[src/rtl/icache_refill_ctrl_if.sv]
// Cache-side and memory-side signals of the instruction-cache refill controller.
// The master modport is the controller; the slave modport is the cache plus memory.
interface icache_refill_ctrl_if;
    logic        miss;
    logic [31:0] fetchaddr;
    logic [31:0] ifetch;
    logic        iready;
    logic        busy;
    logic        refill_done;
    logic        timeout_err;
    logic        mem_req;
    logic [31:0] mem_addr;
    logic [31:0] mem_rdata;
    logic        mem_ack;

    modport master (
        input  miss, fetchaddr, mem_rdata, mem_ack,
        output ifetch, iready, busy, refill_done, timeout_err, mem_req, mem_addr
    );

    modport slave (
        output miss, fetchaddr, mem_rdata, mem_ack,
        input  ifetch, iready, busy, refill_done, timeout_err, mem_req, mem_addr
    );
endinterface

[src/rtl/icache_refill_ctrl.sv]
// Refills one direct-mapped I-cache block from memory, word 0 upward, over req/ack.
// state   | meaning
// IDLE    | waiting for miss; latches block base on miss
// REQ     | mem_req held with stable mem_addr until ack or wait timer expiry
// DELIVER | iready pulse, ifetch carries the word captured on ack
// GAP     | spacer cycle; advance to next word or finish
// DONE    | refill_done pulse, miss ignored
module icache_refill_ctrl #(
    parameter int WORDSPERBLOCK = 4,
    parameter int TIMEOUT       = 64
) (
    input  logic                 clk,
    input  logic                 reset,
    icache_refill_ctrl_if.master bus
);
    localparam int          WCW       = $clog2(WORDSPERBLOCK);
    localparam int          TW        = $clog2(TIMEOUT + 1);
    localparam logic [31:0] BLK_MASK  = ~(32'(WORDSPERBLOCK * 4) - 32'd1);
    localparam logic [WCW-1:0] WC_LAST = WCW'(WORDSPERBLOCK - 1);
    localparam logic [TW-1:0]  WT_LOAD = TW'(TIMEOUT - 1);

    typedef enum logic [2:0] {
        S_IDLE,
        S_REQ,
        S_DELIVER,
        S_GAP,
        S_DONE
    } state_t;

    state_t         state_q, state_d;
    logic [31:0]    base_q, base_d;
    logic [WCW-1:0] wc_q, wc_d;
    logic [TW-1:0]  wt_q, wt_d;
    logic [31:0]    ifetch_q, ifetch_d;
    logic [31:0]    mem_addr_q, mem_addr_d;
    logic           iready_q, iready_d;
    logic           busy_q, busy_d;
    logic           done_q, done_d;
    logic           terr_q, terr_d;
    logic           mem_req_q, mem_req_d;

    always_comb begin
        state_d    = state_q;
        base_d     = base_q;
        wc_d       = wc_q;
        wt_d       = wt_q;
        ifetch_d   = ifetch_q;
        mem_addr_d = mem_addr_q;
        iready_d   = 1'b0;
        done_d     = 1'b0;
        terr_d     = 1'b0;

        case (state_q)
            S_IDLE: begin
                if (bus.miss) begin
                    base_d     = bus.fetchaddr & BLK_MASK;
                    mem_addr_d = bus.fetchaddr & BLK_MASK;
                    wc_d       = '0;
                    wt_d       = WT_LOAD;
                    state_d    = S_REQ;
                end
            end
            S_REQ: begin
                if (bus.mem_ack) begin
                    ifetch_d = bus.mem_rdata;
                    iready_d = 1'b1;
                    state_d  = S_DELIVER;
                end else if (wt_q == '0) begin
                    // Wait timer is a down-counter; zero means TIMEOUT unacked cycles.
                    terr_d  = 1'b1;
                    state_d = S_IDLE;
                end else begin
                    wt_d = wt_q - 1'b1;
                end
            end
            S_DELIVER: begin
                state_d = S_GAP;
            end
            S_GAP: begin
                if (wc_q == WC_LAST) begin
                    done_d  = 1'b1;
                    state_d = S_DONE;
                end else begin
                    wc_d       = wc_q + 1'b1;
                    wt_d       = WT_LOAD;
                    mem_addr_d = base_q | (32'(wc_d) << 2);
                    state_d    = S_REQ;
                end
            end
            S_DONE: begin
                state_d = S_IDLE;
            end
            default: begin
                state_d = S_IDLE;
            end
        endcase

        mem_req_d = (state_d == S_REQ);
        busy_d    = (state_d != S_IDLE);
    end

    always_ff @(posedge clk or posedge reset) begin
        if (reset) begin
            state_q    <= S_IDLE;
            base_q     <= '0;
            wc_q       <= '0;
            wt_q       <= '0;
            ifetch_q   <= '0;
            mem_addr_q <= '0;
            iready_q   <= 1'b0;
            busy_q     <= 1'b0;
            done_q     <= 1'b0;
            terr_q     <= 1'b0;
            mem_req_q  <= 1'b0;
        end else begin
            state_q    <= state_d;
            base_q     <= base_d;
            wc_q       <= wc_d;
            wt_q       <= wt_d;
            ifetch_q   <= ifetch_d;
            mem_addr_q <= mem_addr_d;
            iready_q   <= iready_d;
            busy_q     <= busy_d;
            done_q     <= done_d;
            terr_q     <= terr_d;
            mem_req_q  <= mem_req_d;
        end
    end

    assign bus.ifetch      = ifetch_q;
    assign bus.iready      = iready_q;
    assign bus.busy        = busy_q;
    assign bus.refill_done = done_q;
    assign bus.timeout_err = terr_q;
    assign bus.mem_req     = mem_req_q;
    assign bus.mem_addr    = mem_addr_q;
endmodule

[src/flat_wrapper.sv]
// flat-port wrapper written by rule: the top's interface ports become plain ports
module icache_refill_ctrl_flat 
#(
    parameter int WORDSPERBLOCK = 4,
    parameter int TIMEOUT       = 64
)
  (clk, reset, bus_miss, bus_fetchaddr, bus_mem_rdata, bus_mem_ack, bus_ifetch, bus_iready, bus_busy, bus_refill_done, bus_timeout_err, bus_mem_req, bus_mem_addr);
  icache_refill_ctrl_if bus_i ();
  input  logic clk;
  input  logic reset;
  input wire logic [$bits(bus_i.miss)-1:0] bus_miss;
  input wire logic [$bits(bus_i.fetchaddr)-1:0] bus_fetchaddr;
  input wire logic [$bits(bus_i.mem_rdata)-1:0] bus_mem_rdata;
  input wire logic [$bits(bus_i.mem_ack)-1:0] bus_mem_ack;
  output wire logic [$bits(bus_i.ifetch)-1:0] bus_ifetch;
  output wire logic [$bits(bus_i.iready)-1:0] bus_iready;
  output wire logic [$bits(bus_i.busy)-1:0] bus_busy;
  output wire logic [$bits(bus_i.refill_done)-1:0] bus_refill_done;
  output wire logic [$bits(bus_i.timeout_err)-1:0] bus_timeout_err;
  output wire logic [$bits(bus_i.mem_req)-1:0] bus_mem_req;
  output wire logic [$bits(bus_i.mem_addr)-1:0] bus_mem_addr;
  assign bus_i.miss = bus_miss;
  assign bus_i.fetchaddr = bus_fetchaddr;
  assign bus_i.mem_rdata = bus_mem_rdata;
  assign bus_i.mem_ack = bus_mem_ack;
  assign bus_ifetch = bus_i.ifetch;
  assign bus_iready = bus_i.iready;
  assign bus_busy = bus_i.busy;
  assign bus_refill_done = bus_i.refill_done;
  assign bus_timeout_err = bus_i.timeout_err;
  assign bus_mem_req = bus_i.mem_req;
  assign bus_mem_addr = bus_i.mem_addr;
  icache_refill_ctrl #(.WORDSPERBLOCK(WORDSPERBLOCK), .TIMEOUT(TIMEOUT)) u_core (.clk(clk), .reset(reset), .bus(bus_i));
endmodule
[config.mk]
export PLATFORM = sky130hd
export DESIGN_NAME = icache_refill_ctrl_flat
export DESIGN_NICKNAME = d
export VERILOG_FILES = /design/src/rtl/icache_refill_ctrl_if.sv /design/src/rtl/icache_refill_ctrl.sv /design/src/flat_wrapper.sv
export SDC_FILE = /design/constraint.sdc
export NUM_CORES = 1
export LEC_CHECK = 0
export BUFFER_PORTS_ARGS = -buffer_cell sky130_fd_sc_hd__buf_2
export CAP_MARGIN = 10
export CORE_MARGIN = 4
export CORE_UTILIZATION = 51
export DETAILED_ROUTE_END_ITERATION = 8
export PLACE_DENSITY_LB_ADDON = 0.08
export SKIP_LAST_GASP = 1
export SLEW_MARGIN = 10
export SYNTH_ARGS = -nofsm -noshare
export SYNTH_HDL_FRONTEND = slang
export SYNTH_SLANG_ARGS = --single-unit
[constraint.sdc]
create_clock -name clk -period 4.98 [get_ports clk]
set_input_delay 0.996 -clock clk [delete_from_list [all_inputs] [get_ports clk]]
set_output_delay 0.996 -clock clk [all_outputs]
set_load 0.02 [all_outputs]
# ---- Word level (Yosys, flattened, before mapping)
# Index checks and enable logic that the tools add are counted.
# W data, S select, Z words.
dict set report totals {
  register_bits 109
  latchBits 0
  mem_bits_rw 0
  mem_bits_ro 0
  in_bits 68
  output_inout_bits 69
  n_memories 0
}
dict set report op_classes {
  addsub 2
  multipliers 0
  div_mod_pow 0
  order_cmp 0
  eq_ne 9
  n_shift 0
  n_mux 23
  bitwise_logic 1
  n_reduce_logical 9
}
# op n
set ops {}
lappend ops {{$mux W32} 2}
lappend ops {{$pmux W32 S2} 1}
lappend ops {{$or A32 B4 Y32} 1}
lappend ops {{$mux W7} 4}
lappend ops {{$pmux W7 S3} 1}
lappend ops {{$mux W3} 4}
lappend ops {{$pmux W3 S4} 1}
lappend ops {{$ne A2 B2 Y1 const B} 4}
lappend ops {{$logic_not A7 Y1} 1}
lappend ops {{$mux W1} 7}
lappend ops {{$sub A7 B1 Y7 const B} 1}
lappend ops {{$eq A3 B1 Y1 const B} 2}
lappend ops {{$eq A3 B2 Y1 const B} 2}
lappend ops {{$reduce_bool A3 Y1} 2}
lappend ops {{$reduce_and A5 Y1} 1}
lappend ops {{$mux W2} 2}
lappend ops {{$pmux W2 S2} 1}
lappend ops {{$reduce_and A2 Y1} 2}
lappend ops {{$logic_not A3 Y1} 1}
lappend ops {{$reduce_and A3 Y1} 1}
lappend ops {{$add A2 B1 Y2 const B} 1}
lappend ops {{$eq A2 B2 Y1 const B} 1}
lappend ops {{$reduce_bool A2 Y1} 1}

# ---- Longest topological paths before layout
# Gate-level depths: netlist of the first run.
dict set report logic_depth {
  ltp_word 5
  mapped_depth 8
  mapped_depth_nobuf 8
}

# ---- Worst setup path after synthesis of the first run
# OpenSTA, ideal clock, no wires.
dict set report synth_timing {
  path_type {input-to-reg}
  startpoint {input port bus_mem_ack}
  endpoint {register u_core.wt_q[4]}
  setup_ns 0.132
  arrival_time_ns 2.222
  required_ns 4.848
  path_slack_ns 2.626
  path_stages 5
  n_path_buf 0
  path_cell_list {or4b_4 > a21oi_2 > o22ai_2 > o21ai_1 > or3b_1}
}
dict set report synth_between {
  elab_chain_cells 2
}
# element line
set synth_lines {}
lappend synth_lines {{start, declared} flat_wrapper.sv:14} ;# input wire logic [$bits(bus_i.mem_ack)-1:0] bus_mem_ack;
lappend synth_lines {{$ne A2 B2 Y1 (no line)} --}
lappend synth_lines {{$reduce_and A5 Y1 (no line)} --}
lappend synth_lines {{end signal, assigned} icache_refill_ctrl.sv:119} ;# wt_q <= wt_d;
lappend synth_lines {{end, declared} icache_refill_ctrl.sv:33} ;# logic [TW-1:0] wt_q, wt_d;
# No other way between the ends.
# A chain may end at the register's enable or synchronous reset.

# ---- Final worst setup path of the first run
dict set report layout_timing {
  startpoint {register u_core.wc_q[0]}
  endpoint {register u_core.mem_addr_q[18] (netlist: u_core.bus.mem_addr[18])}
}
dict set report layout_between {
  elab_chain_cells 3
}
# element line
set layout_lines {}
lappend layout_lines {{start, declared} icache_refill_ctrl.sv:32} ;# logic [WCW-1:0] wc_q, wc_d;
lappend layout_lines {{start signal, assigned} icache_refill_ctrl.sv:118} ;# wc_q <= wc_d;
lappend layout_lines {{$eq A2 B2 Y1} icache_refill_ctrl.sv:80} ;# if (wc_q == WC_LAST) begin
lappend layout_lines {{$ne A2 B2 Y1 (no line)} --}
lappend layout_lines {{$reduce_and A3 Y1 (no line)} --}
lappend layout_lines {{end signal, assigned} icache_refill_ctrl.sv:121} ;# mem_addr_q <= mem_addr_d;
lappend layout_lines {{end, declared} icache_refill_ctrl.sv:35} ;# logic [31:0] mem_addr_q, mem_addr_d;
# No other way between the ends.

==> impl_metrics.toml, run 1 <==
[route]
drt-pass1-iter-count = 4
drt_iter0_drc = 103
antenna_left = 0
drc = 0
vias_per_cell = 5.14
routed_wl_mm = 8.70
num_vias = 3070
wl_per_cell_um = 14.6

[logic_synthesis]
ys_seq_area_frac = 0.610
synth_cells = 362
synth.cell_area_mm2 = 0.00431
synth.avg_cell_area_um2 = 11.9
ys_warn_count = 0
ys_ff_latch = 105
yosys.cell_types.count = 37

[die]
initial_core_util = 0.524
rows = 33
die_width_um = 99.9
design.core.area_mm2 = 0.00822
die_y_um = 99.9
io-pin-count = 137
fp.dieArea_mm2 = 0.00998

[clock_network]
ctsHoldBuffers = 0
cts-root-buf = "clkbuf_8"
insertion_delay_ns = 0.36
cts_setup_buffers = 0
clkSinkCount = 105
cts_tree = "done"
cts.clk_slew.worst_paths_ns = 0.11
cts_max_level = 3
numCtsBuffers = 9
cts_resized = 0
clk_path_buf_depth = 2

[cells_and_area]
antennaDiodeCount = 0
final_util = 0.636
final_common_cell = "buf_2"
drive_gt1_frac = 0.449
layout_common_cells = "buf_2, dfrtp_1, nand2_1, mux2_2, nor2_1"
fillers = 679
area_growth_syn_to_layout_pct = 21.3
fin_nets = 557

[timing]
max_freq_mhz = 376
finClkSkew_ns = 0.0147
hold_violations = 0
layout_setup_ws_ns = 2.32
fin_crit_ns = 2.66
relSlewSlack = 0.361
worst_pin_slew_ns = 0.957
rsz0062_at_grt = "no"
report.final.slew_viol_count = 0
holdWs_ns = 0.506
finalSetupViolations = 0
finalSetupTns_ns = 0
period_share = 0.534

[power_and_ir_drop]
peakVddDrop_uv = 276
powerDensity_mw_per_mm2 = 672
leakagePower_uw = 0.00246

[worst_setup_path]
crit_start = "u_core.wc_q[0]"
critPathArrivalTime_ns = 2.95
critPathLaunchType = "flop"
crit_type = "reg -> reg"
timing.rr.end = "u_core.bus.mem_addr[18]"
crit_required_ns = 5.27
endpoint = "u_core.bus.mem_addr[18]"
critPathMaxFanout = 41
r2r_start = "u_core.wc_q[0]"
r2r_setup_slack_ns = 2.32
endpoint_kind = "flop"
rr_worst_depth = 7

[placement]
port_buffers = 130
dp_hpwl_mm = 6.01
pre_cts_slack_ns = 2.07
gp_congestion = 0.767

[hold_path]
hold_class = "reg -> reg"

[global_routing]
grt_pass1_wl_mm = 14.6
grt_max_degree = 70
grt_pass1_vias = 3065
grt_usage = 0.182
antenna_found_initial = 0
grt.overflow.total = 0

[outcome]
status = "completed"

[job]
cap_violations = 0
-- state kept, by name (all words and copies together), names as in the netlist --
name / cells
u_core.bus.busy: 1
u_core.state_q: 3
u_core.bus.iready: 1
u_core.wt_q: 7
u_core.bus.timeout_err: 1
u_core.bus.mem_addr: 29
u_core.bus.mem_req: 1
u_core.bus.refill_done: 1
u_core.base_q: 28
u_core.wc_q: 1
u_core.bus.ifetch: 32
-- how the worst min path moves through the flow --
stage               slack, ns                    end                   from  cells after the start
finish                   0.51         u_core.wt_q[6]         u_core.wt_q[6]                      1
global route             0.53  u_core.bus.ifetch[24]  u_core.bus.ifetch[24]                      1
CTS                      0.51         u_core.wt_q[6]         u_core.wt_q[6]                      1
detailed placement       0.48         u_core.wt_q[6]         u_core.wt_q[6]                      1
global placement         0.48         u_core.wt_q[6]         u_core.wt_q[6]                      1
floorplan                0.46         u_core.wt_q[6]         u_core.wt_q[6]                      1
-- cells by family after synthesis --
kind of cell,Yosys count,synth area share
AND/OR/NAND/NOR,117,0.120
flip-flops,105,0.610
multiplexers,62,0.162
AO/OA/AOI/OAI,48,0.0732
buffers and inverters,27,0.0288
adder cells (fa/ha/maj),2,0.00581
other,1,0.000871
-- final cells by class --
class,count,area (µm²),area share
Timing Repair Buffer,134,681,0.130
Clock inverter,6,47.5,0.00910
Sequential cell,105,2630,0.503
Inverter,6,25.0,0.00479
Clock buffer,10,138,0.0263
Tap cell,105,131,0.0251
Multi-Input combinational cell,231,1570,0.301
-- per-stage QoR --
stage / std cells / total power, µW / instance area (µm²)
global route: 597 / 3780 / 5220
CTS: 597 / 3560 / 5220
detailed placement: 581 / 3060 / 5040
global placement: 581 / 3000 / 5040
floorplan: 363 / 2570 / 4310
finish: 597 / 3510 / 5220
-- report_power, final --
part	internal [µW]	switching, µW
Combinational	644	917
Sequential	1250	196
Clock	202	294
Total	2100	1410
-- synthesized netlist by cell type --
master | instances | area, µm²
nor3b_1 | 2 | 15.0
buf_2 | 12 | 60.1
o21ai_1 | 1 | 5.00
a21oi_1 | 4 | 20.0
clkbuf_1 | 7 | 26.3
or4b_4 | 1 | 13.8
and4_1 | 1 | 8.76
or2b_1 | 1 | 7.51
and3_1 | 2 | 12.5
nand2_1 | 60 | 225
or2_1 | 1 | 6.26
nor2_2 | 1 | 6.26
or3b_1 | 1 | 8.76
dfrtp_1 | 105 | 2630
a21boi_0 | 2 | 15.0
o22ai_2 | 1 | 12.5
and2_1 | 3 | 18.8
ha_1 | 2 | 25.0
buf_4 | 2 | 15.0
clkinv_1 | 1 | 3.75
nand3_1 | 1 | 5.00
a31oi_1 | 30 | 188
o21ai_0 | 2 | 10.0
or2_2 | 2 | 12.5
nand2b_1 | 3 | 18.8
mux2i_1 | 2 | 20.0
nand3b_1 | 1 | 7.51
mux2_2 | 60 | 676
nor3_1 | 3 | 15.0
nor2_1 | 33 | 124
inv_1 | 5 | 18.8
or4b_2 | 1 | 10.0
a21oi_2 | 2 | 17.5
a21bo_2 | 1 | 10.0
o21bai_1 | 4 | 30.0
o21a_1 | 1 | 7.51
conb_1 | 1 | 3.75
-- metal layers --
metal / part of all wire / global-route usage / up-vias
li1: - / - / 1488
met2: 0.47 / 0.295 / 88
met5: 0 / 0 / -
met1: 0.43 / 0.237 / 1485
met4: 0.014 / 0.0599 / 0
met3: 0.088 / 0.0542 / 9
-- worst max-delay path, stage by stage (launching register included) --
cell and delay (ns):
dfrtp_1 0.42, ha_1 0.25, or2b_1 0.24, or2_1 0.25, a21oi_4 0.76, buf_4 0.40
nor2_1 0.08, a31oi_1 0.16
Note: power is estimated with default switching activity, not from simulation.
==> run 2, diff against run 1 <==
Settings changed: ABC_AREA set to 1.
Clock period 4.98 ns to 2.7 ns, I/O delays scaled along.
==> run 2 against run 1 <==
Effect of this change: global-route usage is 1.2 points higher; synthesized cell count is 25% higher; die area is 1.5% higher; non-clock buffer count is 4 higher; critical path type unchanged; highest routed layer is now met5.
==> impl_metrics.toml, run 2 <==
[cells_and_area]
area_growth_syn_to_layout_pct = 21.7
multi_input_area_mm2 = 0.00157
layout_common_cells = "nand2_1, buf_2, dfrtp_1, nor2_1, a31oi_1"
drive_gt1_frac = 0.327
final_common_cell = "nand2_1"
regArea_mm2 = 0.00263
fin_nets = 652
largest_reg_flops = 32
fillers = 718
antennaDiodeCount = 0

[outcome]
status = "completed"

[logic_synthesis]
synth_cells = 454
ys_warn_count = 0
synth.cell_area_mm2 = 0.00438
synthFlopType = "dfrtp_1"
synth.avg_cell_area_um2 = 9.64
synth_enable_flop_cells = 0
yosys.cell_types.count = 26
ys_seq_area_frac = 0.600
synth.most_common_cell = "nand2_1"
ys_ff_latch = 105
synth_common_cells = "nand2_1, dfrtp_1, nor2_1"
ys_top_cells_by_area = "dfrtp_1, nand2_1, mux2_2, a31oi_1, nor2_1"
async_flop_share = 1.00
yosysTopAreaCellShare = 0.600
synth_top_cell_by_area = "dfrtp_1"

[clock_network]
ctsHoldBuffers = 0
cts_max_level = 3
cts_setup_buffers = 0
cts-root-buf = "clkbuf_8"
cts.clk_slew.worst_paths_ns = 0.10
numCtsBuffers = 9
clkSinkCount = 105
cts_resized = 0
cts_tree = "done"
clk_path_buf_depth = 2
insertion_delay_ns = 0.36

[global_routing]
grt_pass1_wl_mm = 15.7
grt_usage = 0.194
grt_pass1_vias = 3435
antenna_found_initial = 1
grt.overflow.total = 0
grt_max_degree = 52

[route]
drc = 0
num_vias = 3468
drt-pass1-iter-count = 5
routed_wl_mm = 9.22
drt_iter0_drc = 126
wl_per_cell_um = 13.3
antenna_left = 0
vias_per_cell = 5.01

[worst_setup_path]
critPathMaxFanout = 29
r2r_start = "u_core.state_q[1]"
crit_chain = "nor2_4 > nand3_2 > nand2_2 > buf_4 > nor2_1 > a31oi_1"
rr_worst_depth = 6
critPathLaunchType = "flop"
crit_type = "reg -> reg"
slowest_stage = "dfrtp_1"
critPathArrivalTime_ns = 2.13
endpoint_kind = "flop"
max_stage_delay_ns = 0.48
timing.rr.end = "u_core.bus.mem_addr[7]"
r2r_setup_slack_ns = 0.85
crit_required_ns = 2.98

[power_and_ir_drop]
seqPwrFrac = 0.411
switchingPower_uw = 2780
leakagePower_uw = 0.00280
peakVddDrop_uv = 562
powerDensity_mw_per_mm2 = 1240
swShare = 0.419
combPwrFrac = 0.439
clkPwrFrac = 0.150
cell_internal_pwr_uw = 3850

[timing]
finalSetupViolations = 0
period_share = 0.686
rsz0062_at_grt = "no"
finalSetupTns_ns = 0
relSlewSlack = 0.640
hold_violations = 0
fin_crit_ns = 1.85
worst_pin_slew_ns = 0.539
max_freq_mhz = 540
finClkSkew_ns = 0.00809
report.final.slew_viol_count = 0
holdWs_ns = 0.212

[placement]
gp_congestion = 0.763
port_buffers = 130
dp_hpwl_mm = 6.47

[job]
cap_violations = 0

[hold_path]
hold_class = "in -> async"

[die]
fp.dieArea_mm2 = 0.0101
die_y_um = 101
rows = 33
die_width_um = 101
io-pin-count = 137
initial_core_util = 0.528
design.core.area_mm2 = 0.00830
[run 2: worst max-delay path, delay by kind of cell (launching register included)]
kind | cells | cell delay (ns)
AO/OA/AOI/OAI | 1 | 0.16
buffers and inverters | 1 | 0.30
AND/OR/NAND/NOR | 4 | 0.81
flip-flops | 1 | 0.48
[run 2: layout make-up]
type                    instances  share of cell area
clock buffers                   9              0.0233
repair buffers                138               0.138
clock inverters                 7              0.0146
well taps                     105              0.0247
multi-input cells             312               0.294
flip-flops and latches        105               0.493
inverters                      16              0.0120
[run 2: power by group through the flow]
stage	clock, µW	combinational (µW)	sequential, µW
6_report	991	2910	2720
5_1_grt	1090	3260	2810
4_1_cts	1030	2960	2720
3_5_place_dp	0	2960	2750
3_3_place_gp	0	2900	2720
2_1_floorplan	0	1560	3280
[run 2: worst max path at each step]
stage,start,to,slack (ns),depth (start not counted)
after global routing,u_core.state_q[1],u_core.bus.mem_addr[7],0.66,6
final,u_core.state_q[1],u_core.bus.mem_addr[7],0.85,6
after detailed placement,bus_miss,u_core.bus.mem_addr[7],0.85,6
after CTS,u_core.state_q[1],u_core.bus.mem_addr[7],0.85,6
after global placement,bus_miss,u_core.bus.mem_addr[31],0.88,6
after floorplan,reset,u_core.base_q[10],0.90,1
[run 2: kinds of logic after synthesis]
kind of cell / count (synthesis) / share of synthesized area
AND/OR/NAND/NOR: 247 / 0.231
flip-flops: 105 / 0.600
buffers and inverters: 38 / 0.0426
AO/OA/AOI/OAI: 32 / 0.0452
multiplexers: 28 / 0.0720
adder cells (fa/ha/maj): 2 / 0.00572
other: 1 / 0.000857
XOR/XNOR: 1 / 0.00200
[run 2: per-stage QoR]
stage	instance area [µm²]	worst slack (ns)	power (µW)	utilization	instances
after global routing	5330	0.663	7160	0.642	692
after detailed placement	5130	0.848	5710	0.618	676
after CTS	5330	0.847	6710	0.642	692
final	5330	0.847	6620	0.642	692
after floorplan	4390	0.900	4840	-	455
after global placement	5130	0.882	5620	0.618	676
[run 2: metal layers]
| metal | global-route usage | vias up | wire length [µm] |
|---|---|---|---|
| li1 | - | 1711 | - |
| met1 | 0.242 | 1647 | 3980 |
| met2 | 0.318 | 94 | 4370 |
| met3 | 0.0692 | 14 | 743 |
| met4 | 0.0601 | 2 | 124 |
| met5 | 0 | - | 7 |
==> run 3, diff against run 2 <==
Settings changed: ABC_AREA 1 to 0, CORE_UTILIZATION 51 to 46.
Clock period 2.7 ns to 1.5 ns, I/O delays scaled along.
==> run 3 against run 2 <==
Effect of this change: the flow now finishes with violations (negative setup slack); clock-buffer cell count grew 2; hold slack lost 0.17 ns; combinational power grew to 2.8 times the previous value; critical endpoint is now u_core.bus.mem_addr[10]; largest cell class unchanged.
==> impl_metrics.toml, run 3 (synthesis results as in run 1) <==
[clock_network]
clkSinkCount = 105
cts.clk_slew.worst_paths_ns = 0.11
cts_tree = "done"
clk_path_buf_depth = 2
cts-root-buf = "clkbuf_8"
cts_max_level = 3
numCtsBuffers = 9
insertion_delay_ns = 0.37

[power_and_ir_drop]
power.total_uw = 14800
switchingPower_uw = 5580
cell_internal_pwr_uw = 9180
combPwrFrac = 0.552
peakVddDrop_uv = 1150
seqPwrFrac = 0.333
leakagePower_uw = 0.00312
swShare = 0.378
clkPwrFrac = 0.115
powerDensity_mw_per_mm2 = 2290

[route]
num_vias = 3416
drt-pass1-iter-count = 4
vias_per_cell = 5.14
wl_per_cell_um = 16.6
routed_wl_mm = 11.1
antenna_left = 0
drt_iter0_drc = 129
drc = 0

[timing]
fin_crit_ns = 1.86
layout_setup_ws_ns = -0.359
holdWs_ns = 0.0374
finClkSkew_ns = 0.0195
finalSetupViolations = 90
period_share = 1.24
max_freq_mhz = 538
report.final.slew_viol_count = 0
rsz0062_at_grt = "yes"
hold_violations = 0

[worst_setup_path]
r2r_setup_slack_ns = -0.36
slowest_stage = "dfrtp_2"
critPathArrivalTime_ns = 2.10
crit_type = "reg -> reg"
crit_top_cell = "buf_12"
timing.rr.end = "u_core.bus.mem_addr[10]"
r2r_start = "u_core.wc_q[0]"
crit_chain = "ha_4 > or2b_1 > or2_4 > a21oi_4 > buf_12 > buf_8 > buf_12 > a31oi_4"
critPathMaxFanout = 6
rr_worst_depth = 8
critPathLaunchType = "flop"
max_stage_delay_ns = 0.44
crit_required_ns = 1.75
crit_start = "u_core.wc_q[0]"
endpoint_kind = "flop"

[outcome]
violations = "negative setup slack"
status = "finished, violations left"

[cells_and_area]
fin_nets = 618
largest_reg_flops = 32
fin_cells = 664
final_util = 0.701
area_growth_syn_to_layout_pct = 49.7
final_common_cell = "buf_2"
drive_gt1_frac = 0.550
antennaDiodeCount = 0
layout_common_cells = "buf_2, dfrtp_1, nand2_1, mux2_4"

[die]
initial_core_util = 0.468
rows = 35
fp.dieArea_mm2 = 0.0110
io-pin-count = 137
die_y_um = 105
design.core.area_mm2 = 0.00920
die_width_um = 105

[placement]
dp_cells = 616
dp_hpwl_mm = 6.39
gp_congestion = 0.774
port_buffers = 130
pre_cts_slack_ns = -0.378

[global_routing]
grt_pass1_wl_mm = 17.1
grt_usage = 0.194
antenna_found_initial = 0
grt.overflow.total = 0
grt_pass1_vias = 3464
grt_max_degree = 76

[job]
cap_violations = 0

[hold_path]
hold_class = "in -> async"
run 3: worst max-delay path by stage:
stage / end / slack, ns / cells after the start
finish: u_core.bus.mem_addr[10] / -0.36 / 8
global route: u_core.wt_q[4] / -0.42 / 9
CTS: u_core.bus.mem_addr[21] / -0.37 / 8
detailed placement: u_core.bus.mem_addr[10] / -0.38 / 7
global placement: u_core.wt_q[4] / -0.30 / 6
floorplan: u_core.bus.mem_addr[10] / -0.29 / 7
run 3: critical path, delay by kind of cell, from the launching register on:
family | cells | cell delay [ns]
flip-flops | 1 | 0.44
adder cells (fa/ha/maj) | 1 | 0.17
AO/OA/AOI/OAI | 2 | 0.21
AND/OR/NAND/NOR | 2 | 0.51
buffers and inverters | 3 | 0.39
run 3: repair_timing:
action,in CTS,in global routing
resized for setup,54,55
hold buffers,0,0
pin swaps,11,8
setup buffers,25,10
endpoints found under the setup margin,99,99
gates cloned,9,2
run 3: power groups by stage:
stage	sequential (µW)	clock, µW	combinational (µW)
floorplan	5950	0	3070
global placement	4850	0	5930
detailed placement	4890	0	6050
CTS	4860	1750	7650
global route	5080	1890	8710
finish	4920	1700	8150
run 3: area by class of cell:
class,count,area (µm²)
Clock inverter,5,43.8
Fill cell,668,2750
Timing Repair Buffer,195,1480
Inverter,6,27.5
Multi-Input combinational cell,231,1990
Clock buffer,11,141
Sequential cell,105,2630
Tap cell,111,139
run 3: metrics by stage:
step / instance area [µm²] / setup TNS, ns
6_report: 6450 / -19.33
5_1_grt: 6450 / -26.47
4_1_cts: 6300 / -22.62
3_5_place_dp: 5450 / -24.25
3_3_place_gp: 5450 / -22.44
2_1_floorplan: 4520 / -22.75
run 3: per-layer routing:
layer	wire, µm	up-vias	global-route usage	share of wire
li1	-	1618	-	-
met1	4840	1685	0.245	0.44
met2	5480	105	0.326	0.50
met3	630	8	0.0531	0.057
met4	110	0	0.0562	0.010
met5	0	-	0	0
